$ cat src/rtl/cpu_pkg.sv
// Shared types and constants for the 8-bit processor control path.
// State encoding, opcode map and ALU operation codes.
package cpu_pkg;

  typedef enum logic [2:0] {
    ST_START      = 3'd0,
    ST_FETCH_OP   = 3'd1,
    ST_FETCH_ADDR = 3'd2,
    ST_DISPATCH   = 3'd3,
    ST_EXEC_MEM   = 3'd4,
    ST_HALT       = 3'd5
  } state_t;

  typedef logic [3:0] opcode_t;
  typedef logic [1:0] alu_op_t;

  localparam opcode_t OP_NOP   = 4'h0;
  localparam opcode_t OP_LOAD  = 4'h1;
  localparam opcode_t OP_STORE = 4'h2;
  localparam opcode_t OP_ADD   = 4'h3;
  localparam opcode_t OP_SUB   = 4'h4;
  localparam opcode_t OP_JMP   = 4'h5;
  localparam opcode_t OP_JZ    = 4'h6;
  localparam opcode_t OP_HALT  = 4'hF;

  localparam alu_op_t ALU_PASS = 2'b00;
  localparam alu_op_t ALU_ADD  = 2'b01;
  localparam alu_op_t ALU_SUB  = 2'b10;

  function automatic logic is_mem_op(
    input opcode_t op
  );
    return (op == OP_LOAD) || (op == OP_STORE)
        || (op == OP_ADD)  || (op == OP_SUB);
  endfunction

  function automatic alu_op_t alu_of(
    input opcode_t op
  );
    alu_op_t r;
    unique case (op)
      OP_ADD:  r = ALU_ADD;
      OP_SUB:  r = ALU_SUB;
      default: r = ALU_PASS;
    endcase
    return r;
  endfunction

endpackage

$ cat src/rtl/fetch_sequencer.sv
// Fetch/execute sequencer: owns pc and the two-byte instruction
// register and drives the memory handshake and datapath strobes.
module fetch_sequencer
  import cpu_pkg::*;
#(
  parameter logic [7:0] RESET_PC = 8'h00
) (
  input  logic       clk,
  input  logic       rst_n,
  input  logic       mem_rdy,
  input  logic [7:0] mem_rdata,
  input  logic       zero_flag,
  output logic       fetch,
  output logic [7:0] pc,
  output logic [7:0] irh,
  output logic [7:0] irl,
  output logic       mem_rd,
  output logic       mem_wr,
  output logic       acc_ld,
  output logic [1:0] alu_op,
  output logic       halted
);

  state_t     r_state;
  logic [7:0] r_pc;
  logic [7:0] r_irh;
  logic [7:0] r_irl;

  opcode_t w_op;
  logic    w_is_mem;
  logic    w_is_store;
  logic    w_is_jmp;
  logic    w_is_jz;
  logic    w_is_halt;

  assign w_op       = r_irh[7:4];
  assign w_is_mem   = is_mem_op(w_op);
  assign w_is_store = (w_op == OP_STORE);
  assign w_is_jmp   = (w_op == OP_JMP);
  assign w_is_jz    = (w_op == OP_JZ);
  assign w_is_halt  = (w_op == OP_HALT);

  always_ff @(posedge clk or negedge rst_n) begin
    if (!rst_n) begin
      r_state <= ST_START;
      r_pc    <= RESET_PC;
      r_irh   <= 8'h00;
      r_irl   <= 8'h00;
    end else begin
      unique case (r_state)
        ST_START: begin
          r_state <= ST_FETCH_OP;
        end
        ST_FETCH_OP: begin
          if (mem_rdy) begin
            r_irh   <= mem_rdata;
            r_pc    <= r_pc + 8'd1;
            r_state <= ST_FETCH_ADDR;
          end
        end
        ST_FETCH_ADDR: begin
          if (mem_rdy) begin
            r_irl   <= mem_rdata;
            r_pc    <= r_pc + 8'd1;
            r_state <= ST_DISPATCH;
          end
        end
        ST_DISPATCH: begin
          unique case (1'b1)
            w_is_mem: begin
              r_state <= ST_EXEC_MEM;
            end
            w_is_jmp: begin
              r_pc    <= r_irl;
              r_state <= ST_FETCH_OP;
            end
            w_is_jz: begin
              if (zero_flag) r_pc <= r_irl;
              r_state <= ST_FETCH_OP;
            end
            w_is_halt: begin
              r_state <= ST_HALT;
            end
            default: begin
              r_state <= ST_FETCH_OP;
            end
          endcase
        end
        ST_EXEC_MEM: begin
          if (mem_rdy) r_state <= ST_FETCH_OP;
        end
        ST_HALT: begin
          r_state <= ST_HALT;
        end
        default: begin
          r_state <= ST_START;
        end
      endcase
    end
  end

  // Strobes decode from the registered state so they hold until mem_rdy.
  always_comb begin
    fetch  = 1'b0;
    mem_rd = 1'b0;
    mem_wr = 1'b0;
    alu_op = ALU_PASS;
    halted = 1'b0;
    unique case (r_state)
      ST_FETCH_OP, ST_FETCH_ADDR: begin
        fetch  = 1'b1;
        mem_rd = 1'b1;
      end
      ST_EXEC_MEM: begin
        mem_wr = w_is_store;
        mem_rd = !w_is_store;
        alu_op = alu_of(w_op);
      end
      ST_HALT: begin
        halted = 1'b1;
      end
      default: begin
        fetch = 1'b0;
      end
    endcase
  end

  assign acc_ld = (r_state == ST_EXEC_MEM) && mem_rdy
               && w_is_mem && !w_is_store;

  assign pc  = r_pc;
  assign irh = r_irh;
  assign irl = r_irl;

endmodule

$ cat config.mk
export PLATFORM = sky130hd
export DESIGN_NAME = fetch_sequencer
export DESIGN_NICKNAME = d
export VERILOG_FILES = /design/src/rtl/cpu_pkg.sv /design/src/rtl/fetch_sequencer.sv
export SDC_FILE = /design/constraint.sdc
export NUM_CORES = 1
export LEC_CHECK = 0
export ABC_CLOCK_PERIOD_IN_PS = 2000
export CAP_MARGIN = 20
export CELL_PAD_IN_SITES_DETAIL_PLACEMENT = 0
export CELL_PAD_IN_SITES_GLOBAL_PLACEMENT = 1
export CORE_UTILIZATION = 36
export CTS_CLUSTER_DIAMETER = 40
export DETAILED_ROUTE_END_ITERATION = 8
export GPL_TIMING_DRIVEN = 0
export PLACE_DENSITY_LB_ADDON = 0.1
export SLEW_MARGIN = 5
export SYNTH_ARGS = -nofsm -noshare
export SYNTH_HDL_FRONTEND = slang
export SYNTH_SLANG_ARGS = --single-unit
$ cat constraint.sdc
create_clock -name clk -period 2 [get_ports clk]
set_input_delay 0.4 -clock clk [delete_from_list [all_inputs] [get_ports clk]]
set_output_delay 0.4 -clock clk [all_outputs]
set_load 0.1 [all_outputs]
After elaboration in Yosys (flattened, before gate mapping)
Index checks and enable logic that the tools add are counted.
Storage, ports and cells
  bits in registers: 27
  output and inout port bits: 31
  input bits: 12
  logic and storage cells: 52
Operators by class
  mux-type cells: 15
  reductions and logical operators: 14
  eq/ne operators: 18
  add/sub/neg operators: 1
Operator list (count)
  $pmux 8 s2: 2
  $pmux 3 s6: 1
  $mux 8: 2
  $eq 4x3->1 const B: 3
  $mux 3: 3
  $add 8x1->8 const B: 1
  $eq 4x2->1 const B: 2
  $eq 3x2->1 const B: 2
  $eq 3x3->1 const B: 2
  $ne 2x2->1 const B: 3
  $ne 3x3->1 const B: 2
  $pmux 3 s2: 1
  $eq 4x1->1 const B: 1
  $eq 4x4->1 const B: 1
  $pmux 2 s2: 1
  $reduce_and 2->1: 2
  $reduce_and 4->1: 1
  $eq 3x1->1 const B: 1
  $logic_and 1x1->1: 3
  $logic_not 3->1: 1
  $logic_or 1x1->1: 3
  $mux 1: 3
  $reduce_and 3->1: 1
  $mux 2: 1
  5 further kinds: 5

Longest topological paths before layout
Gate-level depths: netlist of the first run.
  depth after elaboration: 6
  depth in mapped cells: 6
  gate-level depth less buffers: 5

Least setup slack after synthesis of the first run
Ideal clock, no wire load.
  path kind: flip-flop to output port
  start point: reg r_irh[5] (netlist: irh[5])
  end point: out mem_wr
  arrival time: 4.324 ns
  setup slack: -2.724 ns
  path buffers: 0
  cell stages (with the launch flop): 3
  required time: 1.600 ns
  cell sequence: dfrtp_1 inv_1 nor4b_1
On the way
  word-level cells in the longest chain between the ends: 2
RTL lines
  start: declaration: RTL line fetch_sequencer.sv:26  | logic [7:0] r_irh;
  start signal: assignment: RTL line fetch_sequencer.sv:56  | r_irh <= mem_rdata;
  $eq 4x2->1: RTL line fetch_sequencer.sv:38  | assign w_is_store = (w_op == OP_STORE);
  $mux 1: RTL line fetch_sequencer.sv:109  | unique case (r_state)
  end: declaration: RTL line fetch_sequencer.sv:18  | output logic mem_wr,
No other way between the ends.

Final worst setup path of the first run
  start point: reg r_irh[4] (netlist: irh[4])
  end point: out mem_rd
On the way
  word-level cells in the longest chain between the ends: 3
RTL lines
  $eq 4x2->1: RTL line fetch_sequencer.sv:38
  $logic_not 1->1: RTL line fetch_sequencer.sv:116  | mem_rd = !w_is_store;
  $pmux 1 s2: RTL line fetch_sequencer.sv:109
  end: declaration: RTL line fetch_sequencer.sv:17  | output logic mem_rd,
No other way between the ends.

==> qor.csv, run 1 <==
stage,metric,value,unit
floorplanning,starting density of the core,0.375,
cts,CTS Hold Bufs,0,
setup_path,Critical Path RT,1.60,ns
drt,DRC,2,
cts,clk sinks,27,
timing,Setup Skew,0.00246,ns
placement,HPWL after detailed placement,2670,um
grt,Overall Global Routing Usage,0.183,
finish,Final Non-Filler Cells,246,
synth,mapped cell area,1500,um^2
floorplanning,Core ar.,4000,um^2
timing,Slew @ Worst Pin,0.980,ns
setup_path,reg2reg start,r_state[1],
setup_path,r2r endpoint,irh[1],
setup_path,startpoint types,flip-flop,
synth,number of enable flip-flop cells after synthesis,0,
status,outcome,"finished, violations left",
timing,fin crit period,2.03,ns
drt,First DRT Iteration DRCs,71,
finish,most frequent cells in the layout,"dfrtp_1 (21), dlygate4sd2_1 (16), mux2_2 (14)",
run,Max Cap Viol,0,
floorplanning,# rows,23,
status,failing checks,"DRC, setup timing",
finish,Final #Nets,210,
timing,Setup Viol. Count Final,1,
synth,sequential share of the synthesized area,0.451,
timing,RSZ-0062 raised after global routing,true,
timing,final worst slack,-0.0252,ns
grt,initial antenna violation count,0,
cts,Worst-path clk slew,0.10,ns
timing,hold slack,0.506,ns
cts,CTS root buf,clkbuf_8,
timing,Fmax achieved,0.494,GHz
cts,H-tree Lvls,1,
floorplanning,Die Footprint,4430,um^2
cts,CTS Buf Count,3,
grt,largest net degree at the start of global routing,17,
drt,first-pass detailed-route iteration total,6,
min_path,worst hold-check path type,flip-flop to flip-flop,
drt,vias per cell,5.26,
drt,Total Wirelength,3940,um
finish,"commonest non-fill, non-tap cell in the layout",dfrtp_1,
setup_path,r2r setup slk,0.22,ns
finish,layout cells sized above 1,0.429,
setup_path,worst path arrival time,1.63,ns
min_path,WHS Path Cells,1,
cts,clk buf depth,2,
placement,PortBufs,42,
timing,Slew HR,0.349,
setup_path,CP max FO,7,
synth,Post-synth top flop,dfrtp_1,
drt,DR vias,1294,
setup_path,length in cells of the worst reg-to-reg path,5,
drt,Routed WL per cell,16.0,um
synth,Mapped Cells,136,
finish,# diodes,0,
grt,vias in the first global route,1232,
setup_path,CP endpoint kind,output pin,
finish,Filler cells,348,
cts,CTS tree,done,
floorplanning,chip width,66.5,um
cts,Clock Latency Late Sink,0.28,ns
synth,Synth Register Bits,27,
synth,Yosys cell types,46,
drt,antenna-violating nets left,0,
synth,syn avg cell area,11.0,um^2
timing,part of the cycle the worst path needs,1.01,
synth,Ys Warns,0,
placement,RD Place Congestion,0.805,
floorplanning,Die Y,66.5,um
setup_path,critical path class,flip-flop to output pin,
min_path,HP Start,irh[2],
min_path,hold endpoint,irh[2],
finish,synth-to-layout area growth,52.7,%
placement,pre-CTS WS,-0.835,ns
floorplanning,Top Ports,43,
synth,Post-synth ARST share,1.00,
placement,placed insts,229,
timing,Slew Limit Fails,0,
synth,Mapped Nets,149,
grt,gr ovfl total,0,
timing,Fin. Hold Viols,0,
finish,Util after Layout,0.572,
grt,first-pass GRT wire length,6080,um
worst max-delay path by stage:
stage | from | cells after the start | to
4_1_cts | r_state[1] | 5 | mem_wr
3_5_place_dp | r_state[1] | 5 | alu_op[0]
3_3_place_gp | r_state[1] | 5 | mem_wr
5_1_grt | r_state[1] | 4 | mem_wr
2_1_floorplan | irh[4] | 2 | mem_wr
6_report | irh[4] | 5 | mem_rd
layout make-up:
cell class	instances	area, um^2	share of cell area
tap	50	62.6	0.0273
clock buffer	3	41.3	0.0180
buffer	8	80.1	0.0350
multi-input combinational	97	832	0.364
timing repair buffer	57	561	0.245
clock inverter	1	7.51	0.00328
sequential	27	691	0.302
inverter	3	13.8	0.00601
layer usage:
| layer | wire, um | track usage | part of all wire |
|---|---|---|---|
| met1 | 1940 | 0.264 | 0.49 |
| met2 | 1800 | 0.274 | 0.46 |
| met3 | 183 | 0.0479 | 0.046 |
| met4 | 21 | 0.0319 | 0.0053 |
| met5 | 0 | 0 | 0 |
what timing repair did:
action,4_1_cts,5_1_grt
cloned,0,0
gates resized for setup,95,16
buffers inserted,4,10
pin swaps,3,2
endpoints found under the setup margin,31,12
synthesized netlist by cell type, types with 2 or more instances:
master,instances,area (um^2)
dfrtp_1,27,676
nand3b_1,2,15.0
nand3_1,4,20.0
a21oi_1,10,50.1
a31oi_1,4,25.0
nand2_1,6,22.5
o22ai_1,3,18.8
buf_6,3,33.8
and3_1,3,18.8
o22a_1,2,17.5
a22oi_1,2,15.0
buf_4,3,22.5
inv_1,3,11.3
o21ai_0,6,30.0
nor2_1,8,30.0
o2bb2a_2,3,33.8
and3b_1,2,17.5
mux2_2,16,180
buf_2,2,10.0
through the flow:
| step | area [um^2] | TNS [ns] |
|---|---|---|
| 2_1_floorplan | 1560 | -0.635 |
| 3_3_place_gp | 2050 | -5.15 |
| 3_5_place_dp | 2060 | -5.42 |
| 4_1_cts | 2200 | -0.431 |
| 5_1_grt | 2290 | -0.117 |
| 6_report | 2290 | -0.0252 |
kinds of logic (layout without fill, tap and decap cells):
group / after synthesis / count (layout) / share of synthesized area
xor gates and xnor gates: 1 / 1 / 0.00584
AOI/OAI and AO/OA: 37 / 37 / 0.181
and+or+nand+nor: 40 / 40 / 0.166
DFF: 27 / 27 / 0.451
adders and majority gates: 2 / 2 / 0.0150
muxes: 17 / 17 / 0.127
buffers and inverters: 12 / 72 / 0.0543
registers in the layout, indices dropped and copies added (netlist names):
signal   flops
irl          8
irh          8
pc           8
r_state      3
worst max-delay path: stages (launching register included):
cell and delay (ns):
dfrtp_2 0.42, buf_6 0.14, o41ai_2 0.32, mux2_4 0.22, o22ai_4 0.07, buf_12 0.17
Power of run 1 is not shown: default switching activity piles up to over one toggle a cycle in this logic, so the estimate is an artifact.
==> run 2, diff against run 1 <==
ABC_CLOCK_PERIOD_IN_PS = not set   (was 2000)
CORE_UTILIZATION = 39   (was 36)
CTS_CLUSTER_SIZE = 25   (was not set)
clock period = 2.36 ns   (was 2 ns; I/O delays follow)
==> qor.csv, run 2 (synthesized netlist as in run 1, its figures left out) <==
stage,metric,value,unit,change
status,outcome,completed,,
timing,Slew Limit Fails,0,,unchanged
floorplanning,Die Footprint,4100,um^2,-7.5%
placement,RD Place Congestion,0.756,,-6.0%
floorplanning,Top Ports,43,,unchanged
setup_path,Worst Path Buf+Inv,1,,-1
drt,First DRT Iteration DRCs,79,,+11%
grt,largest net degree at the start of global routing,19,,+2
finish,# diodes,0,,unchanged
finish,most frequent cells in the layout,"clkdlybuf4s50_1 (27), dfrtp_1 (23), mux2_2 (16)",,
timing,hold slack,0.514,ns,+0.00813 ns
timing,Slew @ Worst Pin,0.974,ns,-0.00604 ns
setup_path,worst path arrival time,1.85,ns,+0.22 ns
timing,Setup Skew,0.00446,ns,+0.00200 ns
floorplanning,chip width,64.0,um,-3.8%
grt,first-pass GRT wire length,5850,um,-3.7%
cts,H-tree Lvls,1,,unchanged
finish,cell area after layout,2110,um^2,-8.0%
setup_path,CP top delay family,buffers and inverters,,
finish,Final #Nets,197,,-6.2%
grt,initial antenna violation count,0,,unchanged
cts,CTS tree,done,,
timing,Fmax achieved,0.430,GHz,
placement,HPWL after detailed placement,2530,um,-5.3%
floorplanning,Core ar.,3660,um^2,-8.5%
placement,PortBufs,42,,unchanged
grt,gr ovfl total,0,,unchanged
finish,"commonest non-fill, non-tap cell in the layout",clkdlybuf4s50_1,,
floorplanning,# rows,22,,-4.3%
grt,vias in the first global route,1227,,-0.41%
cts,CTS Buf Count,3,,unchanged
finish,synth-to-layout area growth,40.5,%,
cts,Worst-path clk slew,0.10,ns,about the same
drt,Total Wirelength,3550,um,-10%
timing,part of the cycle the worst path needs,0.985,,
floorplanning,Die Y,64.0,um,-3.8%
timing,Fin. Hold Viols,0,,unchanged
run,Max Cap Viol,0,,unchanged
min_path,worst hold-check path type,input pin to async pin,,
grt,Overall Global Routing Usage,0.186,,+0.00330
drt,Routed WL per cell,15.4,um,-4.2%
setup_path,crit-path cells,clkdlybuf4s50_1,,
timing,Setup Viol. Count Final,0,,-1
setup_path,Worst path slowest cell,clkdlybuf4s50_1,,
timing,RSZ-0062 raised after global routing,false,,
finish,layout cells sized above 1,0.317,,-0.112
cts,CTS root buf,clkbuf_8,,
setup_path,Critical Path RT,1.89,ns,+0.29 ns
drt,antenna-violating nets left,0,,unchanged
cts,clk sinks,27,,unchanged
drt,DR vias,1265,,-2.2%
setup_path,critical path class,flip-flop to output pin,,
setup_path,Worst path max stage delay,1.15,ns,+0.73 ns
cts,Clock Latency Late Sink,0.28,ns,about the same
cts,clk buf depth,2,,unchanged
cts,CTS Hold Bufs,0,,unchanged
drt,vias per cell,5.48,,+4.1%
placement,DP Area,2040,um^2,-1.3%
timing,fin crit period,2.32,ns,
setup_path,CP endpoint kind,output pin,,
drt,DRC,0,,-2
setup_path,CP max FO,7,,unchanged
setup_path,startpoint types,flip-flop,,
timing,Slew HR,0.348,,-0.000602
floorplanning,starting density of the core,0.409,,+0.0347
drt,first-pass detailed-route iteration total,4,,-2
[run 2: changes by cell type in the layout (fill, tap and decap cells not counted), moves of 3 or more]
cell             previous run  this run
buf_12                      4         0
dlymetal6s2s_1              0         5
buf_4                      13         6
buf_6                       8         4
dfrtp_4                     3         0
clkdlybuf4s50_1            11        27
clkdlybuf4s15_1             3         0
dlygate4sd2_1              16         3
[run 2: path summary, 6_finish.rpt]
| path | startpoint | endpoint | slack [ns] | depth (start not counted) |
|---|---|---|---|---|
| worst min-delay path | rst_n | pc[0] | 0.51 | 1 |
| max in group asynchronous | rst_n | irh[6] | 1.34 | 2 |
| min in group clk | irh[2] | irh[2] | 0.52 | 1 |
| worst max-delay path | irh[5] | irh[5] | 0.04 | 1 |
| worst min register to register | irh[2] | irh[2] | 0.52 | 1 |
| worst max register to register | r_state[2] | pc[4] | 0.64 | 6 |
[run 2: per-layer routing]
metal	vias up	share of wire	global-route usage
met5	-	0	0
met4	0	0.012	0.0682
met3	5	0.047	0.0286
met2	36	0.44	0.279
met1	622	0.50	0.268
li1	602	-	-
[run 2: layout make-up]
class	instances	area [um^2]
Fill cell	332	1560
Tap cell	48	60.1
Inverter	3	11.3
Multi-Input combinational cell	97	797
Sequential cell	27	681
Clock buffer	3	41.3
Buffer	9	70.1
Clock inverter	1	7.51
Timing Repair Buffer	43	438
[run 2: per-stage QoR]
step | setup TNS (ns) | utilization | setup WS, ns | std cells
2_1_floorplan | -0.134 | - | -0.134 | 136
3_3_place_gp | -2.70 | 0.552 | -0.574 | 226
3_5_place_dp | -2.82 | 0.556 | -0.587 | 227
4_1_cts | 0 | 0.566 | 0.00411 | 231
5_1_grt | 0 | 0.575 | 0.000531 | 231
6_report | 0 | 0.575 | 0.0356 | 231
[run 2: repair_timing]
action	4_1_cts	5_1_grt
buffers inserted	0	0
gates resized for setup	39	9
setup endpoints to repair	10	8
gates cloned	0	0
Power of run 2 is left out for the same reason.
